**src/rtl/mac_sched_pkg.sv**
```systemverilog
// Shared widths, default constants and the requester-id type for mac_sched.
package mac_sched_pkg;

  localparam int unsigned DEF_DATA_W = 8;
  localparam int unsigned DEF_RES_W  = 2 * DEF_DATA_W;
  localparam int unsigned NUM_REQ    = 2;

  localparam logic [DEF_RES_W-1:0] DEF_OFFSET = 16'h004E;

  // One bit is enough to name either of the two requesters.
  typedef logic req_id_t;

endpackage : mac_sched_pkg

```
**src/rtl/mac_pipe.sv**
```systemverilog
// Three-stage multiply-add datapath: S1 = a*b, S2 = S1 + c, S3 = S2 + OFFSET.
// Every stage carries a valid and a requester id; all stages move together on en_i.
module mac_pipe
  import mac_sched_pkg::*;
#(
  parameter int unsigned        DATA_W = DEF_DATA_W,
  parameter int unsigned        RES_W  = 2 * DATA_W,
  parameter logic [RES_W-1:0]   OFFSET = DEF_OFFSET
) (
  input  logic              clk,
  input  logic              reset,
  input  logic              en_i,
  input  logic              in_valid_i,
  input  req_id_t           in_id_i,
  input  logic [DATA_W-1:0] a_i,
  input  logic [DATA_W-1:0] b_i,
  input  logic [DATA_W-1:0] c_i,
  output logic              s1_valid_o,
  output logic              s2_valid_o,
  output logic              s3_valid_o,
  output logic [RES_W-1:0]  res_o,
  output req_id_t           res_id_o
);

  logic              s1_v_q, s2_v_q, s3_v_q;
  req_id_t           s1_id_q, s2_id_q, s3_id_q;
  logic [RES_W-1:0]  s1_prod_q, s2_sum_q, s3_res_q;
  logic [DATA_W-1:0] s1_c_q;

  logic [RES_W-1:0]  s1_prod_d, s2_sum_d, s3_res_d;

  // Stage arithmetic; c rides along in S1 so it is added one stage later.
  always_comb begin
    s1_prod_d = RES_W'(a_i) * RES_W'(b_i);
    s2_sum_d  = s1_prod_q + RES_W'(s1_c_q);
    s3_res_d  = s2_sum_q + OFFSET;
  end

  // Pipeline registers: cleared on reset, shift together when enabled, hold otherwise.
  always_ff @(posedge clk or negedge reset) begin
    if (!reset) begin
      s1_v_q    <= 1'b0;
      s1_id_q   <= 1'b0;
      s1_prod_q <= '0;
      s1_c_q    <= '0;
      s2_v_q    <= 1'b0;
      s2_id_q   <= 1'b0;
      s2_sum_q  <= '0;
      s3_v_q    <= 1'b0;
      s3_id_q   <= 1'b0;
      s3_res_q  <= '0;
    end else if (en_i) begin
      s1_v_q    <= in_valid_i;
      s1_id_q   <= in_id_i;
      s1_prod_q <= s1_prod_d;
      s1_c_q    <= c_i;
      s2_v_q    <= s1_v_q;
      s2_id_q   <= s1_id_q;
      s2_sum_q  <= s2_sum_d;
      s3_v_q    <= s2_v_q;
      s3_id_q   <= s2_id_q;
      s3_res_q  <= s3_res_d;
    end
  end

  assign s1_valid_o = s1_v_q;
  assign s2_valid_o = s2_v_q;
  assign s3_valid_o = s3_v_q;
  assign res_o      = s3_res_q;
  assign res_id_o   = s3_id_q;

endmodule : mac_pipe

```
**src/rtl/mac_sched.sv**
```systemverilog
// Two-requester arbiter in front of a three-stage a*b+c+OFFSET pipeline.
// Define MAC_SCHED_RR_EN for round-robin arbitration; otherwise requester 0
// has fixed priority.
module mac_sched
  import mac_sched_pkg::*;
#(
  parameter int unsigned          DATA_W = DEF_DATA_W,
  parameter logic [2*DATA_W-1:0]  OFFSET = DEF_OFFSET
) (
  input  logic                  clk,
  input  logic                  reset,
  input  logic [NUM_REQ-1:0]    req_valid,
  output logic [NUM_REQ-1:0]    req_ready,
  input  logic [DATA_W-1:0]     a0,
  input  logic [DATA_W-1:0]     b0,
  input  logic [DATA_W-1:0]     c0,
  input  logic [DATA_W-1:0]     a1,
  input  logic [DATA_W-1:0]     b1,
  input  logic [DATA_W-1:0]     c1,
  output logic [2*DATA_W-1:0]   g,
  output logic                  g_valid,
  output req_id_t               g_id,
  input  logic                  g_ready,
  output logic [1:0]            inflight
);

  localparam int unsigned RES_W = 2 * DATA_W;

  logic               advance_c;
  logic [NUM_REQ-1:0] grant_c;
  logic               accept_c;
  req_id_t            acc_id_c;
  logic [DATA_W-1:0]  a_sel_c, b_sel_c, c_sel_c;
  logic               s1_v, s2_v, s3_v;

  // The whole pipeline moves unless a finished result is waiting on downstream.
  assign advance_c = !s3_v || g_ready;

`ifdef MAC_SCHED_RR_EN
  req_id_t ptr_q, ptr_d;

  // Round-robin grant: the pointer breaks ties when both requesters are valid.
  always_comb begin
    grant_c = '0;
    if (req_valid[0] && req_valid[1]) begin
      grant_c = ptr_q ? 2'b10 : 2'b01;
    end else begin
      grant_c = req_valid;
    end
  end

  // After an accepted transfer, prefer the other requester next time.
  always_comb begin
    ptr_d = ptr_q;
    if (accept_c) begin
      ptr_d = ~acc_id_c;
    end
  end

  // Priority pointer register.
  always_ff @(posedge clk or negedge reset) begin
    if (!reset) begin
      ptr_q <= 1'b0;
    end else begin
      ptr_q <= ptr_d;
    end
  end
`else
  // Fixed-priority grant: requester 0 always wins a tie.
  always_comb begin
    grant_c = '0;
    if (req_valid[0]) begin
      grant_c = 2'b01;
    end else if (req_valid[1]) begin
      grant_c = 2'b10;
    end
  end
`endif

  // Ready is forced low while reset is asserted so nothing looks accepted.
  assign req_ready = (advance_c && reset) ? grant_c : 2'b00;
  assign accept_c  = |(req_valid & req_ready);
  assign acc_id_c  = grant_c[1];

  // Operand select follows the granted requester.
  always_comb begin
    a_sel_c = a0;
    b_sel_c = b0;
    c_sel_c = c0;
    if (grant_c[1]) begin
      a_sel_c = a1;
      b_sel_c = b1;
      c_sel_c = c1;
    end
  end

  mac_pipe #(
    .DATA_W (DATA_W),
    .RES_W  (RES_W),
    .OFFSET (OFFSET)
  ) u_pipe (
    .clk        (clk),
    .reset      (reset),
    .en_i       (advance_c),
    .in_valid_i (accept_c),
    .in_id_i    (acc_id_c),
    .a_i        (a_sel_c),
    .b_i        (b_sel_c),
    .c_i        (c_sel_c),
    .s1_valid_o (s1_v),
    .s2_valid_o (s2_v),
    .s3_valid_o (s3_v),
    .res_o      (g),
    .res_id_o   (g_id)
  );

  assign g_valid  = s3_v;
  assign inflight = 2'(s1_v) + 2'(s2_v) + 2'(s3_v);

endmodule : mac_sched

```
**config.mk**
```make
export PLATFORM = sky130hd
export DESIGN_NAME = mac_sched
export DESIGN_NICKNAME = d
export VERILOG_FILES = /design/src/rtl/mac_sched_pkg.sv /design/src/rtl/mac_pipe.sv /design/src/rtl/mac_sched.sv
export SDC_FILE = /design/constraint.sdc
export NUM_CORES = 1
export LEC_CHECK = 0
export CAP_MARGIN = 20
export CELL_PAD_IN_SITES_DETAIL_PLACEMENT = 1
export CELL_PAD_IN_SITES_GLOBAL_PLACEMENT = 1
export CORE_UTILIZATION = 46
export DETAILED_ROUTE_END_ITERATION = 6
export PLACE_DENSITY_LB_ADDON = 0.1
export SLEW_MARGIN = 10
export SYNTH_ARGS = -nofsm -noshare
export SYNTH_HDL_FRONTEND = slang
export SYNTH_SLANG_ARGS = --single-unit
```
**constraint.sdc**
```tcl
create_clock -name clk -period 3.85 [get_ports clk]
set_input_delay 1.155 -clock clk [delete_from_list [all_inputs] [get_ports clk]]
set_output_delay 1.155 -clock clk [all_outputs]
set_load 0.01 [all_outputs]
```
* Word-level counts from Yosys, hierarchy flattened *
Index checks and enable logic that the tools add are counted.

word-level totals
  bits of input ports = 53
  register bits = 62
  output and inout bits = 22
  logic and storage cells = 26

operators by class
  reduce and logical (&&, ||, !) cells = 4
  add/sub/neg operators = 4
  multiplexer cells = 6
  bitwise operators = 1
  multiply operators = 1

operators with widths
  cell                                                             number
  8-bit two-way mux                                                3
  16-bit by 7-bit adder with 16-bit output, second input constant  1
  16-bit by 8-bit adder with 16-bit output                         1
  8-bit by 8-bit multiplier with 16-bit output                     1
  2-bit two-way mux                                                3
  1-bit by 1-bit adder with 2-bit output                           1
  2-bit by 1-bit adder with 2-bit output                           1
  2-bit AND                                                        1
  2-bit OR reduction                                               1
  1-bit logical AND                                                1
  1-bit logical NOT                                                1
  1-bit logical OR                                                 1

* Logic depth before layout (Yosys ltp) *
Gate-level depths: netlist of run 1.

  depth after elaboration = 6
  gate-level depth with buffers = 20

* Modules after synthesis *
Synthesis of run 1 repeated with hierarchy kept, for this count alone.

unflattened totals
  cells, all modules = 578
  area total of the unflattened synthesis = 5,664.2 um2

modules (own cells, without submodules)
  module     area each (um2)  sequential area each (um2)  times used  cells each
  mac_pipe   5,217.5          1,551.5                     1           541
  mac_sched  446.7            0.0                         1           37

* Worst setup path after synthesis of run 1 *
Ideal clock, no wire load.

  path kind = input to register
  from = in req_valid[0]
  to = reg u_pipe.s1_prod_q[15]
  path slack = -1.878 ns
  path buffers = 2
  required time = 3.713 ns
  library setup time = 0.137 ns
  data arrival time = 5.591 ns
  stages on the path = 18
  path through = nand2b_1 buf_4 buf_2 mux2i_1 nor2_1 fa_1 fa_1 fa_1 inv_1 fa_1 inv_1 ha_1 and4_1 a32o_1 a21o_1 o22ai_1 xnor2_1 a21oi_1

on the way
  cells in the longest elaborated chain, start to end = 3

RTL lines
  what                                            line             RTL
  start, declared                                 mac_sched.sv:12  input logic [NUM_REQ-1:0] req_valid,
  2-bit two-way mux *                             mac_sched.sv:72  if (req_valid[0]) begin
  8-bit two-way mux                               mac_sched.sv:90  if (grant_c[1]) begin
  8-bit by 8-bit multiplier with 16-bit output *  mac_pipe.sv:34   s1_prod_d = RES_W'(a_i) * RES_W'(b_i);
  end signal, assigned                            mac_pipe.sv:55   s1_prod_q <= s1_prod_d;
  end, declared                                   mac_pipe.sv:27   logic [RES_W-1:0] s1_prod_q, s2_sum_q, s3_res_q;

Mark *: on every way between the ends. The rest lies on a longest branch, timed or not.
A chain may end at the register's enable or synchronous reset.

* Worst setup path in the final report of run 1 *
  from = in req_valid[0]
  to = reg u_pipe.s1_prod_q[12]

The elaborated chain is that of the path after synthesis.

==> Implementation_results.wiki, run 1 <==
{| class="wikitable"
! Metric !! Value
|-
| Run status || finished, violations left
|-
| Violated checks || negative setup slack
|-
| Ordered list of cells on the worst path || buf_12, nand2b_4, mux2i_2, buf_4, buf_4, nor2_1, fa_2, fa_1, inv_1, fa_1, fa_1, inv_1, ha_4, nor3_2, o21ai_2, a31oi_2, o21ai_1, xnor2_1, a21oi_1
|-
| Total inserted antenna cells || 0
|-
| Number of enable flip-flop cells after synthesis || 0
|-
| I/O pins || between 70 and 80
|-
| Maximum number of pins on one net before global-route repair || ~80
|-
| Worst stage delay on the critical path || approximately 0.63 ns
|-
| Antenna violations before repair || 0
|-
| Antenna-violating nets left || 0
|-
| Cell repeated most along the worst path || sky130_fd_sc_hd__fa_1
|-
| Clock latency at the later pin of the worst-skew pair || around 0.35 ns
|-
| H-tree lvl count || 3
|-
| Initial core utilization || about 48%
|-
| Final Cycle Share || 148.7%
|-
| Standard-cell row count || 38
|-
| Max Transition Viols Final || 0
|-
| Critical path capture point type || flop
|-
| Total gr overflow || 0
|-
| Start-to-end type of the worst setup path || in -> reg
|-
| Number of nets produced by synthesis || 721
|-
| Final weighted congestion in routability-driven placement || 0.9036
|-
| Fin crit period || 5.726 ns
|-
| Vias per cell || between 6 and 7
|-
| Ratio of total power to cell area || approximately 880 nW/um^2
|-
| Total power after layout || just under 7 mW
|-
| Die Footprint || about 12000 sq um
|-
| Global-route wire length before repair || about 32 mm
|-
| Crit-path max FO || 6
|-
| Top FF cell, synth || sky130_fd_sc_hd__dfrtp_1
|-
| Number of cells produced by synthesis || 585
|-
| Total CTS buffers || 9
|-
| TritonCTS clock tree || done
|-
| Max Clock Skew || ~0.012 ns
|-
| Slew at the pin closest to its max-slew limit || slightly above 0.8 ns
|-
| Count of clock tree sinks || 62
|-
| Number of buffers between clock root and the deepest sink || 2
|-
| WL final || ~27 mm
|-
| Count of input and output buffers || 74
|-
| Peak ir drop on the vdd network || 0.0005837 V
|-
| Number of vias in the routed layout || approximately 5900
|-
| Worst Hold Path EP || u_pipe.res_o[5]$_DFFE_PN0N_
|-
| Vertical die dimension || between 100 and 150 um
|-
| Reg-to-reg slack, setup || 1.06 ns
|-
| Required time of the critical path || ~4.0 ns
|-
| Min-delay worst type || reg -> reg
|-
| Launch instance of the worst register-to-register path || u_pipe.s1_c_q[0]$_DFFE_PN0N_
|-
| Proportion of layout cells with a drive suffix above 1 || 29.46%
|-
| Average cell area after synthesis || 9.069 sq um
|-
| CTS clock-pin slew for the worst setup and hold paths || 0.05 ns
|-
| Levels on crit path || 19
|-
| Buffer and inverter count on the worst path || 5
|-
| RSZ-0062 raised after global routing || yes
|-
| Data arrival time at the worst-slack endpoint || slightly below 6 ns
|-
| Number of global-route vias before repair || around 6100
|-
| Register area || 1551 sq um
|-
| Startpoint of the worst hold path || u_pipe.res_o[5]$_DFFE_PN0N_
|-
| Hold path cells || 2
|-
| Sequential cell area fraction in the yosys report || approximately 29%
|-
| Critical-path cell with the highest stage delay || sky130_fd_sc_hd__fa_1
|-
| Layout fillers || between 1000 and 1500
|-
| Maximum capacitance violations || 0
|-
| Iter 0 DRT Violations || roughly 440
|-
| Setup ws final || -1.876 ns
|-
| Maximum clock frequency || 174.6 MHz
|-
| Proportion of register bits with asynchronous set or reset after synthesis || between 90% and 100%
|-
| Count of state elements after synthesis || 62
|-
| Unique cell type count in the Yosys netlist || between 50 and 60
|-
| DP Wirelength || approximately 12 mm
|-
| Overall global routing resource usage || 37.11%
|-
| Number of optimization iterations in the first detailed-route pass || 5
|-
| Post-DR wirelength/cell || 30.23 um
|-
| Chip width || approximately 110 um
|-
| Startpoint type of the worst setup path || primary input
|-
| Count of final hold-check violations || 0
|-
| Final setup violating endpoints || 13
|-
| Worst r2r dst || u_pipe.s2_sum_q[14]$_DFFE_PN0N_
|-
| Leakage Power || between 3 and 4 nW
|-
| Area occupied by multi-input gates || about 4000 sq um
|-
| Synthesis Warnings || 0
|-
| Layout area overhead || 48.47%
|-
| Std-Cell Core Area || around 11000 sq um
|-
| Synthesized area || 5305 sq um
|-
| Detailed-route DRC error count || 0
|-
| R2R depth || 9
|-
| Max-slew headroom at the worst pin || 44.87%
|-
| Number of nets in the layout || 889
|-
| Largest delay contributor family on the critical path || adder cells
|-
| CTS Root Buffer Type || sky130_fd_sc_hd__clkbuf_16
|-
| Setup Total Neg Slack || -17.97 ns
|}
## where the power goes
group | internal (mW) | leakage, nW | total, mW | switching [mW]
clock network | 0.562 | 0.144 | 0.887 | 0.325
registers | 0.955 | 0.736 | 1.27 | 0.318
logic | 2.18 | 2.75 | 4.76 | 2.58
## layer usage
metal	global-route usage [%]	part of all wire (%)	vias up
met5	0	0	-
met4	26.76	11	0
met3	5.809	6.3	223
met2	70.80	50	450
met1	35.96	32	2883
li1	-	-	2298
## worst max-delay path by stage
stage,startpoint,end,slack (ns)
3_3_place_gp,req_valid[0],u_pipe.s1_prod_q[11]$_DFFE_PN0N_,-2.26
5_1_grt,a0[4],u_pipe.s1_prod_q[13]$_DFFE_PN0N_,-2.03
3_5_place_dp,req_valid[0],u_pipe.s1_prod_q[11]$_DFFE_PN0N_,-2.51
4_1_cts,req_valid[0],u_pipe.s1_prod_q[11]$_DFFE_PN0N_,-1.29
6_report,req_valid[0],u_pipe.s1_prod_q[12]$_DFFE_PN0N_,-1.88
2_1_floorplan,req_valid[0],u_pipe.s1_prod_q[11]$_DFFE_PN0N_,-1.45
## kinds of logic (layout without fill, tap and decap cells)
group	count (synthesis)	in the layout	synth area share (%)
AND/OR/NAND/NOR	206	207	17.57
AO/OA/AOI/OAI	109	109	13.56
adder cells (fa/ha/maj)	83	83	24.95
buffers and inverters	76	247	6.014
flip-flops	62	62	29.25
XOR/XNOR	25	25	4.127
multiplexers	24	24	4.528
## synth_stat cells, types with 8 or more instances
| library cell | instances | area (sq um) |
|---|---|---|
| sky130_fd_sc_hd__nand2b_1 | 10 | 62.56 |
| sky130_fd_sc_hd__nand2_1 | 69 | 259.0 |
| sky130_fd_sc_hd__mux2i_1 | 24 | 240.2 |
| sky130_fd_sc_hd__xor2_1 | 11 | 96.34 |
| sky130_fd_sc_hd__ha_1 | 45 | 563.0 |
| sky130_fd_sc_hd__o31ai_1 | 8 | 60.06 |
| sky130_fd_sc_hd__xnor2_1 | 14 | 122.6 |
| sky130_fd_sc_hd__nor2_1 | 82 | 307.8 |
| sky130_fd_sc_hd__or2_1 | 9 | 56.30 |
| sky130_fd_sc_hd__o21ai_1 | 24 | 120.1 |
| sky130_fd_sc_hd__inv_1 | 57 | 214.0 |
| sky130_fd_sc_hd__o21ai_0 | 13 | 65.06 |
| sky130_fd_sc_hd__dfrtp_1 | 62 | 1551 |
| sky130_fd_sc_hd__a21oi_1 | 23 | 115.1 |
| sky130_fd_sc_hd__a211oi_1 | 8 | 60.06 |
| sky130_fd_sc_hd__clkbuf_1 | 11 | 41.29 |
| sky130_fd_sc_hd__fa_1 | 38 | 760.7 |
## through the flow
step / hold slack, ns / area, sq um / std cells / worst slack (ns) / utilization, %
detailed placement: 0.4581 / 6793 / 840 / -2.508 / 61.58
finish: 0.4994 / 7876 / 897 / -1.876 / 71.40
global placement: 0.4486 / 6793 / 840 / -2.260 / 61.58
CTS: 0.4708 / 7581 / 882 / -1.291 / 68.73
global route: 0.5238 / 7876 / 897 / -2.034 / 71.40
floorplan: 0.4386 / 5524 / 585 / -1.451 / -
## registers in the layout, summed over array words and instances, names as in the netlist
name and cells:
u_pipe.res_id_o 1, u_pipe.res_o 16, u_pipe.s1_c_q 8, u_pipe.s1_id_q 1
u_pipe.s1_prod_q 16, u_pipe.s1_valid_o 1, u_pipe.s2_id_q 1, u_pipe.s2_sum_q 16
u_pipe.s2_valid_o 1, u_pipe.s3_valid_o 1
## cell usage in the layout, fill, tap and decap left out, types with 9 or more instances in the layout
cell | Yosys | final
sky130_fd_sc_hd__clkdlybuf4s50_1 | 0 | 62
sky130_fd_sc_hd__inv_1 | 57 | 43
sky130_fd_sc_hd__nor2_2 | 0 | 10
sky130_fd_sc_hd__mux2i_4 | 0 | 11
sky130_fd_sc_hd__xnor2_1 | 14 | 12
sky130_fd_sc_hd__fa_1 | 38 | 32
sky130_fd_sc_hd__inv_2 | 0 | 13
sky130_fd_sc_hd__buf_4 | 2 | 77
sky130_fd_sc_hd__dfrtp_1 | 62 | 62
sky130_fd_sc_hd__nand2_1 | 69 | 68
sky130_fd_sc_hd__o21ai_0 | 13 | 11
sky130_fd_sc_hd__nor2_1 | 82 | 66
sky130_fd_sc_hd__ha_4 | 0 | 11
sky130_fd_sc_hd__clkbuf_16 | 0 | 9
sky130_fd_sc_hd__ha_1 | 45 | 34
sky130_fd_sc_hd__buf_6 | 0 | 20
sky130_fd_sc_hd__mux2i_1 | 24 | 11
sky130_fd_sc_hd__a21oi_1 | 23 | 19
sky130_fd_sc_hd__xor2_1 | 11 | 11
sky130_fd_sc_hd__o21ai_1 | 24 | 20
## worst min-delay path, stage by stage, from the launching register on
cell                      delay (ns)
sky130_fd_sc_hd__dfrtp_1        0.35
sky130_fd_sc_hd__nand2_1        0.05
sky130_fd_sc_hd__o21ai_0        0.06
## layout make-up
| class | instances | share of cell area (%) |
|---|---|---|
| Multi-Input combinational cell | 448 | 50.60 |
| Timing Repair Buffer | 174 | 20.56 |
| Sequential cell | 62 | 19.70 |
| Tap cell | 140 | 2.224 |
| Inverter | 58 | 2.955 |
| Clock buffer | 9 | 2.859 |
| Clock inverter | 6 | 1.112 |
## timing repair
item,4_1_cts,5_1_grt
setup buffers,27,16
resized for setup,77,50
pin swaps,53,47
gates cloned,1,0
endpoints found under the setup margin,14,15
hold buffers,0,0
No activity file was read; power rests on OpenSTA's default activity.
==> inputs of run 2 (changes only) <==
- CORE_UTILIZATION: 46 -> 47
- SYNTH_HIERARCHICAL: unset -> 1
==> run 2 against run 1 <==
Net effect:
- the run ends with design-rule violations, negative setup slack left
- core utilization fell by 4.2 points
- non-clock buffer count shrank 17
- clock power fell by 9.1%
- sequential cell count did not move
- wire length fell by 24%
- die area grew 4.4%
- synthesized cell count is 1.2% lower
- register-to-register slack better by 0.29 ns
- first-iteration DRC count fell by 29%
- synthesized area rose by 6.8%
- power fell by 3.9%
- critical path type unchanged
- critical endpoint is now u_pipe/s1_prod_q[12]$_DFFE_PN0P_
- largest power group unchanged
- highest routed layer unchanged
==> Implementation_results.wiki, run 2 <==
{| class="wikitable"
! Metric !! Value
|-
| Run status || finished, violations left
|-
| Violated checks || design-rule violations, negative setup slack
|-
| Layout area overhead || 37.24%
|-
| Hold Slack || 0.5041 ns
|-
| Detailed-route DRC error count || 1
|-
| Number of vias in the routed layout || about 5200
|-
| Core occupancy in the finished layout || between 60% and 70%
|-
| CTS Root Buffer Type || sky130_fd_sc_hd__clkbuf_16
|-
| Setup ws final || -1.556 ns
|-
| Count of final hold-check violations || 0
|-
| Iter 0 DRT Violations || between 300 and 400
|-
| Maximum number of pins on one net before global-route repair || 63
|-
| Number of nets produced by synthesis || about 710
|-
| RSZ-0062 raised after global routing || yes
|-
| Average cell area after synthesis || about 9.8 sq um
|-
| Commonest non-fill, non-tap cells in the layout || sky130_fd_sc_hd__buf_4 (74), sky130_fd_sc_hd__clkdlybuf4s50_1 (68), sky130_fd_sc_hd__dfrtp_1 (62), sky130_fd_sc_hd__inv_1 (53), sky130_fd_sc_hd__nand2_1 (38)
|-
| Total inserted antenna cells || 0
|-
| Wire length on met1 || approximately 8.4 mm
|-
| Fin crit period || between 5 and 6 ns
|-
| Number of optimization iterations in the first detailed-route pass || 6
|-
| Commonest non-fill, non-tap cell in the layout || sky130_fd_sc_hd__buf_4
|-
| Register area || 1551 sq um
|-
| DP Wirelength || ~12 mm
|-
| Detail Route met2 WL || 10.70 mm
|-
| Leakage Power || approximately 3.6 nW
|-
| Ratio of total power to cell area || between 800 and 900 nW/um^2
|-
| Count of clock tree sinks || 62
|-
| Top-count cell post-synth || sky130_fd_sc_hd__inv_1
|-
| Min-delay worst type || reg -> reg
|-
| Antenna violations before repair || 0
|-
| Final Cycle Share || 140.4%
|-
| Final weighted congestion in routability-driven placement || a little over 0.8
|-
| Top-area cell type share of the netlist area || between 20% and 30%
|-
| Post-synth top area cell || sky130_fd_sc_hd__dfrtp_1
|-
| Antenna-violating nets left || 0
|-
| Sequential cell area fraction in the yosys report || a little over a quarter
|-
| Clock latency at the later pin of the worst-skew pair || around 0.33 ns
|-
| CTS hold repair buffers || 0
|-
| Peak ir drop on the vdd network || ~0.0004 V
|-
| Standard-cell row count || 39
|-
| Data arrival time at the worst-slack endpoint || between 5 and 6 ns
|-
| Maximum clock frequency || between 150 and 200 MHz
|-
| Slew at the pin closest to its max-slew limit || approximately 0.85 ns
|-
| H-tree lvl count || 3
|-
| Die Footprint || around 12000 sq um
|-
| Cell types with the largest area share after synthesis || sky130_fd_sc_hd__dfrtp_1 (27%), sky130_fd_sc_hd__fa_1 (13%), sky130_fd_sc_hd__ha_1 (9.9%)
|-
| Ordered list of cells on the worst path || buf_8, nand2b_4, buf_6, mux2_4, buf_4, buf_4, and2_4, fa_2, fa_1, ha_1, inv_1, fa_1, inv_2, ha_4, a211oi_4, nor4_1, o31a_1, or3_1, a31o_1
|-
| Crit-path max FO || 7
|-
| Max-slew headroom at the worst pin || 43.10%
|-
| Unique cell type count in the Yosys netlist || slightly below 60
|-
| Final setup violating endpoints || 13
|-
| I/O pins || 75
|-
| Number of global-route vias before repair || between 5000 and 6000
|-
| Maximum capacitance violations || 0
|-
| Number of cells produced by synthesis || about 580
|-
| Layout fillers || 1252
|-
| Std-Cell Core Area || about 12000 sq um
|-
| Count of state elements after synthesis || 62
|-
| CTS clock-pin slew for the worst setup and hold paths || around 0.050 ns
|-
| Max Transition Viols Final || 0
|-
| Top FF cell, synth || sky130_fd_sc_hd__dfrtp_1
|-
| WL final || a little over 20 mm
|-
| Proportion of layout cells with a drive suffix above 1 || 29.56%
|-
| Vertical die dimension || roughly 110 um
|-
| Post-DR wirelength/cell || 23.57 um
|-
| TritonCTS clock tree || done
|-
| Number of nets in the layout || between 800 and 900
|-
| Worst stage delay on the critical path || 0.53 ns
|-
| Number of enable flip-flop cells after synthesis || 0
|-
| Initial core utilization || 48.98%
|-
| Count of input and output buffers || between 70 and 80
|-
| Total CTS buffers || 9
|-
| Number of buffers between clock root and the deepest sink || 2
|-
| Proportion of register bits with asynchronous set or reset after synthesis || 100.0%
|-
| Start-to-end type of the worst setup path || in -> reg
|-
| Required time of the critical path || 4.06 ns
|-
| Total gr overflow || 0
|-
| Overall global routing resource usage || around 30%
|-
| Critical-path cell with the highest stage delay || sky130_fd_sc_hd__fa_1
|-
| Chip width || between 100 and 150 um
|-
| Vias per cell || just under 6
|-
| Synthesis Warnings || 6
|-
| Max Clock Skew || between 0.006 and 0.007 ns
|-
| DR WL met3 || 791 um
|-
| Most frequent cells after synthesis || sky130_fd_sc_hd__inv_1 (63), sky130_fd_sc_hd__dfrtp_1 (62), sky130_fd_sc_hd__and2_1 (50)
|-
| Highest metal layer with signal wires || met4
|-
| Synthesized area || 5664 sq um
|-
| Global-route wire length before repair || 29.70 mm
|-
| Area occupied by multi-input gates || roughly 4000 sq um
|-
| Critical path capture point type || flop
|-
| Startpoint type of the worst setup path || primary input
|}
-- run 2: cell type report --
class                   instances  area share [%]
inverters                      63           3.042
flip-flops and latches         62           19.96
repair buffers                157           17.95
well taps                     143           2.302
multi-input cells             436           53.02
clock buffers                   9           2.897
clock inverters                 7          0.8370
-- run 2: repair_timing --
item                       in CTS  in global routing
gates resized for setup        57                 17
cloned                          1                  0
pin swaps                      38                 20
setup buffers                  20                  5
setup endpoints to repair      14                 13
hold endpoints to repair        0                  0
-- run 2: stage by stage --
stage               power [mW]  setup TNS, ns  instance area, sq um  worst slack [ns]  std cells
floorplan                3.613         -13.06                  5812            -1.464        578
finish                   6.649         -15.84                  7774            -1.556        877
CTS                      6.127         -12.96                  7657            -1.340        872
global route             7.039         -16.46                  7774            -1.573        877
global placement         4.726         -22.15                  7046            -2.000        835
detailed placement       4.925         -23.47                  7046            -2.100        835
-- run 2: cell families after synthesis --
family | synth area share [%]
buffers and inverters | 6.163
AOI/OAI and AO/OA | 11.11
DFF | 27.39
xor gates and xnor gates | 2.938
adders and majority gates | 23.37
and+or+nand+nor | 17.58
muxes | 11.44
-- run 2: power by group --
| group | total, mW | switching (mW) | leakage, nW | internal (mW) |
|---|---|---|---|---|
| logic | 4.57 | 2.32 | 2.72 | 2.25 |
| registers | 1.28 | 0.309 | 0.735 | 0.968 |
| clock network | 0.806 | 0.310 | 0.141 | 0.496 |
-- run 2: worst max-delay path, delay by kind of cell --
family | cells | cell delay, ns
AOI/OAI and AO/OA | 3 | 0.76
adders and majority gates | 5 | 1.97
buffers and inverters | 6 | 0.65
muxes | 1 | 0.33
and+or+nand+nor | 4 | 0.76
-- run 2: metal layers --
metal / GRT usage, % / vias to the layer above
met1: 35.29 / 2648
li1: - / 2296
met2: 54.04 / 176
met5: 0 / -
met4: 13.24 / 0
met3: 6.097 / 64
-- run 2: final timing paths --
path / startpoint / to / slack, ns / cells past startpoint
setup / recovery: req_valid[0] / u_pipe/s1_prod_q[12]$_DFFE_PN0P_ / -1.56 / 19
hold / removal: u_pipe/s1_prod_q[7]$_DFFE_PN0P_ / u_pipe/s1_prod_q[7]$_DFFE_PN0P_ / 0.50 / 1
setup reg to reg: u_pipe/s1_prod_q[0]$_DFFE_PN0P_ / u_pipe/s2_sum_q[10]$_DFFE_PN0P_ / 1.35 / 8
hold reg to reg: u_pipe/s1_prod_q[7]$_DFFE_PN0P_ / u_pipe/s1_prod_q[7]$_DFFE_PN0P_ / 0.50 / 1
max in group asynchronous: reset / u_pipe/s2_valid_o$_DFFE_PN0P_ / 2.14 / 2
min in group asynchronous: reset / u_pipe/s1_prod_q[14]$_DFFE_PN0P_ / 1.12 / 2
==> inputs of run 3 (changes only) <==
- ABC_AREA: unset -> 1
- CORE_UTILIZATION: 47 -> 51
- DONT_BUFFER_PORTS: unset -> 1
==> run 3 against run 2 <==
Net effect:
- the flow finishes with violations (negative setup slack)
- highest routed layer unchanged
- largest cell class unchanged
- fmax grew 13%
- sequential cell count did not move
- setup slack gained 0.64 ns
- via count increased by 14%
- synthesized area rose by 5.2%
- synthesized cell count is 50% higher
- sequential share of layout area up 0.91 points
- wire length is 4.8% higher
- first-iteration DRC count grew 22%
- non-clock buffer count fell by 92
- clock skew shrank 0.0014 ns
==> Implementation_results.wiki, run 3 <==
{| class="wikitable"
! Metric !! Value
|-
| Vertical die dimension || 110.1 um
|-
| Critical path capture point type || flop
|-
| Post-route cell area || about 7400 sq um
|-
| Standard-cell row count || 39
|-
| Fin crit period || between 4 and 5 ns
|-
| Sequential cell area fraction in the yosys report || 26.03%
|-
| Setup ws final || -0.9181 ns
|-
| Max-slew headroom at the worst pin || 56.75%
|-
| Maximum clock frequency || roughly 210 MHz
|-
| Antenna-violating nets left || 0
|-
| Largest delay contributor family on the critical path || adder cells
|-
| Antenna violations before repair || 0
|-
| Peak ir drop on the vdd network || between 0.0006 and 0.0007 V
|-
| Startpoint type of the worst setup path || primary input
|-
| Number of cells produced by synthesis || slightly below 900
|-
| Total power after layout || roughly 5.8 mW
|-
| Met1 Usage GRT || a little under a third
|-
| Min-delay worst type || reg -> reg
|-
| Layout area overhead || 24.75%
|-
| Worst stage delay on the critical path || around 0.51 ns
|-
| CTS Root Buffer Type || sky130_fd_sc_hd__clkbuf_16
|-
| I/O pins || 75
|-
| Total gr overflow || 0
|-
| Proportion of register bits with asynchronous set or reset after synthesis || 100.0%
|-
| Iter 0 DRT Violations || about 380
|-
| Number of nets produced by synthesis || around 1000
|-
| Max Transition Viols Final || 0
|-
| Number of buffers between clock root and the deepest sink || 2
|-
| Leakage Power || 4.278 nW
|-
| Post-DR wirelength/cell || between 20 and 25 um
|-
| Number of vias in the routed layout || 5916
|-
| Crit-path max FO || 6
|-
| Critical-path cell with the highest stage delay || sky130_fd_sc_hd__fa_1
|-
| Commonest non-fill, non-tap cells in the layout || sky130_fd_sc_hd__nand2_1 (298), sky130_fd_sc_hd__inv_1 (133), sky130_fd_sc_hd__dfrtp_1 (62), sky130_fd_sc_hd__buf_4 (49), sky130_fd_sc_hd__nand2_2 (45)
|-
| TritonCTS clock tree || done
|-
| Global Route met3 Usage || roughly 3.7%
|-
| Met2 Usage GRT || between 60% and 70%
|-
| Overall global routing resource usage || 30.17%
|-
| Number of global-route vias before repair || 6005
|-
| Data arrival time at the worst-slack endpoint || about 5 ns
|-
| Final weighted congestion in routability-driven placement || approximately 0.85
|-
| Most frequent cells after synthesis || sky130_fd_sc_hd__nand2_1 (360), sky130_fd_sc_hd__inv_1 (160), sky130_fd_sc_hd__dfrtp_1 (62)
|-
| Proportion of layout cells with a drive suffix above 1 || 25.25%
|-
| Die Footprint || about 12000 sq um
|-
| Ratio of total power to cell area || between 700 and 800 nW/um^2
|-
| CTS clock-pin slew for the worst setup and hold paths || about 0.050 ns
|-
| Std-Cell Core Area || about 11000 sq um
|-
| Placed instance area || about 6400 sq um
|-
| Top FF cell, synth || sky130_fd_sc_hd__dfrtp_1
|-
| Start-to-end type of the worst setup path || in -> reg
|-
| Count of final hold-check violations || 0
|-
| Total inserted antenna cells || 0
|-
| Ordered list of cells on the worst path || inv_12, nor2_4, buf_6, nand2_4, nand2_4, buf_4, nand2_1, fa_1, inv_1, fa_1, fa_1, ha_1, ha_1, nand2_1, inv_1, a21oi_1, nand3_1, nand2_1, nand3_1, o21ai_1
|-
| H-tree lvl count || 3
|-
| Cell types with the largest area share after synthesis || sky130_fd_sc_hd__dfrtp_1 (26%), sky130_fd_sc_hd__nand2_1 (23%), sky130_fd_sc_hd__fa_1 (13%)
|-
| Most utilized layer in the global route result || met2
|-
| Maximum number of pins on one net before global-route repair || 65
|-
| Count of state elements after synthesis || 62
|-
| RSZ-0062 raised after global routing || yes
|-
| Run status || finished, violations left
|-
| Global-route wire length before repair || about 28 mm
|-
| Post-synth top area cell || sky130_fd_sc_hd__dfrtp_1
|-
| Required time of the critical path || 4.10 ns
|-
| Core occupancy in the finished layout || ~65%
|-
| Number of enable flip-flop cells after synthesis || 0
|-
| Detailed-route DRC error count || 0
|-
| Top-count cell post-synth || sky130_fd_sc_hd__nand2_1
|-
| Violated checks || negative setup slack
|-
| Buffer and inverter count on the worst path || 5
|-
| Number of nets in the layout || roughly 1000
|-
| Synthesized area || between 5000 and 6000 sq um
|-
| Synthesis Warnings || 6
|-
| Vias per cell || about 5.6
|-
| Max Clock Skew || 0.005474 ns
|-
| Slew at the pin closest to its max-slew limit || between 0.6 and 0.7 ns
|-
| Total CTS buffers || 9
|-
| Register area || roughly 1600 sq um
|-
| Chip width || about 110 um
|-
| Clock latency at the later pin of the worst-skew pair || about 0.33 ns
|-
| Initial core utilization || 52.20%
|-
| Number of optimization iterations in the first detailed-route pass || 5
|-
| Unique cell type count in the Yosys netlist || 37
|-
| Final setup violating endpoints || 12
|-
| Count of clock tree sinks || 62
|-
| Average cell area after synthesis || a little under 7 sq um
|-
| WL final || approximately 22 mm
|-
| Area occupied by multi-input gates || about 4200 sq um
|-
| DP Wirelength || 12.76 mm
|-
| Count of input and output buffers || 0
|-
| Final Cycle Share || 123.8%
|-
| Setup Total Neg Slack || -8.560 ns
|-
| Top-area cell type share of the netlist area || 26.03%
|-
| Commonest non-fill, non-tap cell in the layout || sky130_fd_sc_hd__nand2_1
|-
| Layout fillers || 1432
|-
| Maximum capacitance violations || 0
|}
==> run 3: logic make-up after synthesis <==
group	share of synthesized area [%]
DFF	26.03
AOI/OAI and AO/OA	4.765
and+or+nand+nor	32.05
adders and majority gates	22.21
xor gates and xnor gates	1.763
buffers and inverters	13.18
==> run 3: stage by stage <==
stage          std cells  hold WS, ns  setup slack (ns)
2_1_floorplan        867       0.4417           -0.8940
3_3_place_gp        1023       0.4540            -1.086
3_5_place_dp        1023       0.4591            -1.203
4_1_cts             1048       0.4719           -0.7349
5_1_grt             1058       0.4909            -1.073
6_report            1058       0.4690           -0.9181
==> run 3: where the power goes <==
group	internal, mW	total, mW	switching, mW	leakage (nW)
sequential	0.952	1.27	0.315	0.753
clock	0.532	0.815	0.283	0.152
combinational	1.44	3.71	2.27	3.37
total	2.92	5.79	2.87	4.28
==> run 3: repair_timing <==
| action | 4_1_cts | 5_1_grt |
|---|---|---|
| cloned | 0 | 0 |
| setup endpoints to repair | 12 | 12 |
| pin swaps | 34 | 54 |
| resized for setup | 69 | 101 |
| hold buffers | 0 | 0 |
| setup buffers | 9 | 11 |
==> run 3: final timing paths <==
path | from | to | slack (ns) | depth (start not counted)
min | u_pipe/s1_id_q$_DFFE_PN0P_ | u_pipe/s1_id_q$_DFFE_PN0P_ | 0.47 | 2
min reg2reg | u_pipe/s1_id_q$_DFFE_PN0P_ | u_pipe/s1_id_q$_DFFE_PN0P_ | 0.47 | 2
max reg2reg | u_pipe/s3_valid_o$_DFFE_PN0P_ | u_pipe/s1_prod_q[5]$_DFFE_PN0P_ | 1.57 | 7
max in group asynchronous | reset | u_pipe/res_o[12]$_DFFE_PN0P_ | 3.22 | 0
max | req_valid[1] | u_pipe/s1_prod_q[13]$_DFFE_PN0P_ | -0.92 | 20
min in group asynchronous | reset | u_pipe/s2_sum_q[7]$_DFFE_PN0P_ | 0.52 | 0
==> run 3: tightest hold or removal path, cell delays in order, from the launching register on <==
cell and delay [ns]:
sky130_fd_sc_hd__dfrtp_1 0.34, sky130_fd_sc_hd__nand2_1 0.05, sky130_fd_sc_hd__nand2_1 0.05
==> run 3: area by class of cell <==
class	count	area share, %
Timing Repair Buffer	65	7.370
Tap cell	143	2.406
Clock inverter	4	0.6058
Sequential cell	62	20.86
Clock buffer	12	3.449
Multi-Input combinational cell	605	56.42
Inverter	167	8.884
==> run 3: layer usage <==
layer  part of all wire (%)  vias to the layer above  routed length (um)
met1                     36                     2901                7884
met2                     54                      232               11740
met4                    6.0                        0                1291
met5                      0                        -                   0
li1                       -                     2681                   -
met3                    3.4                      102                 744
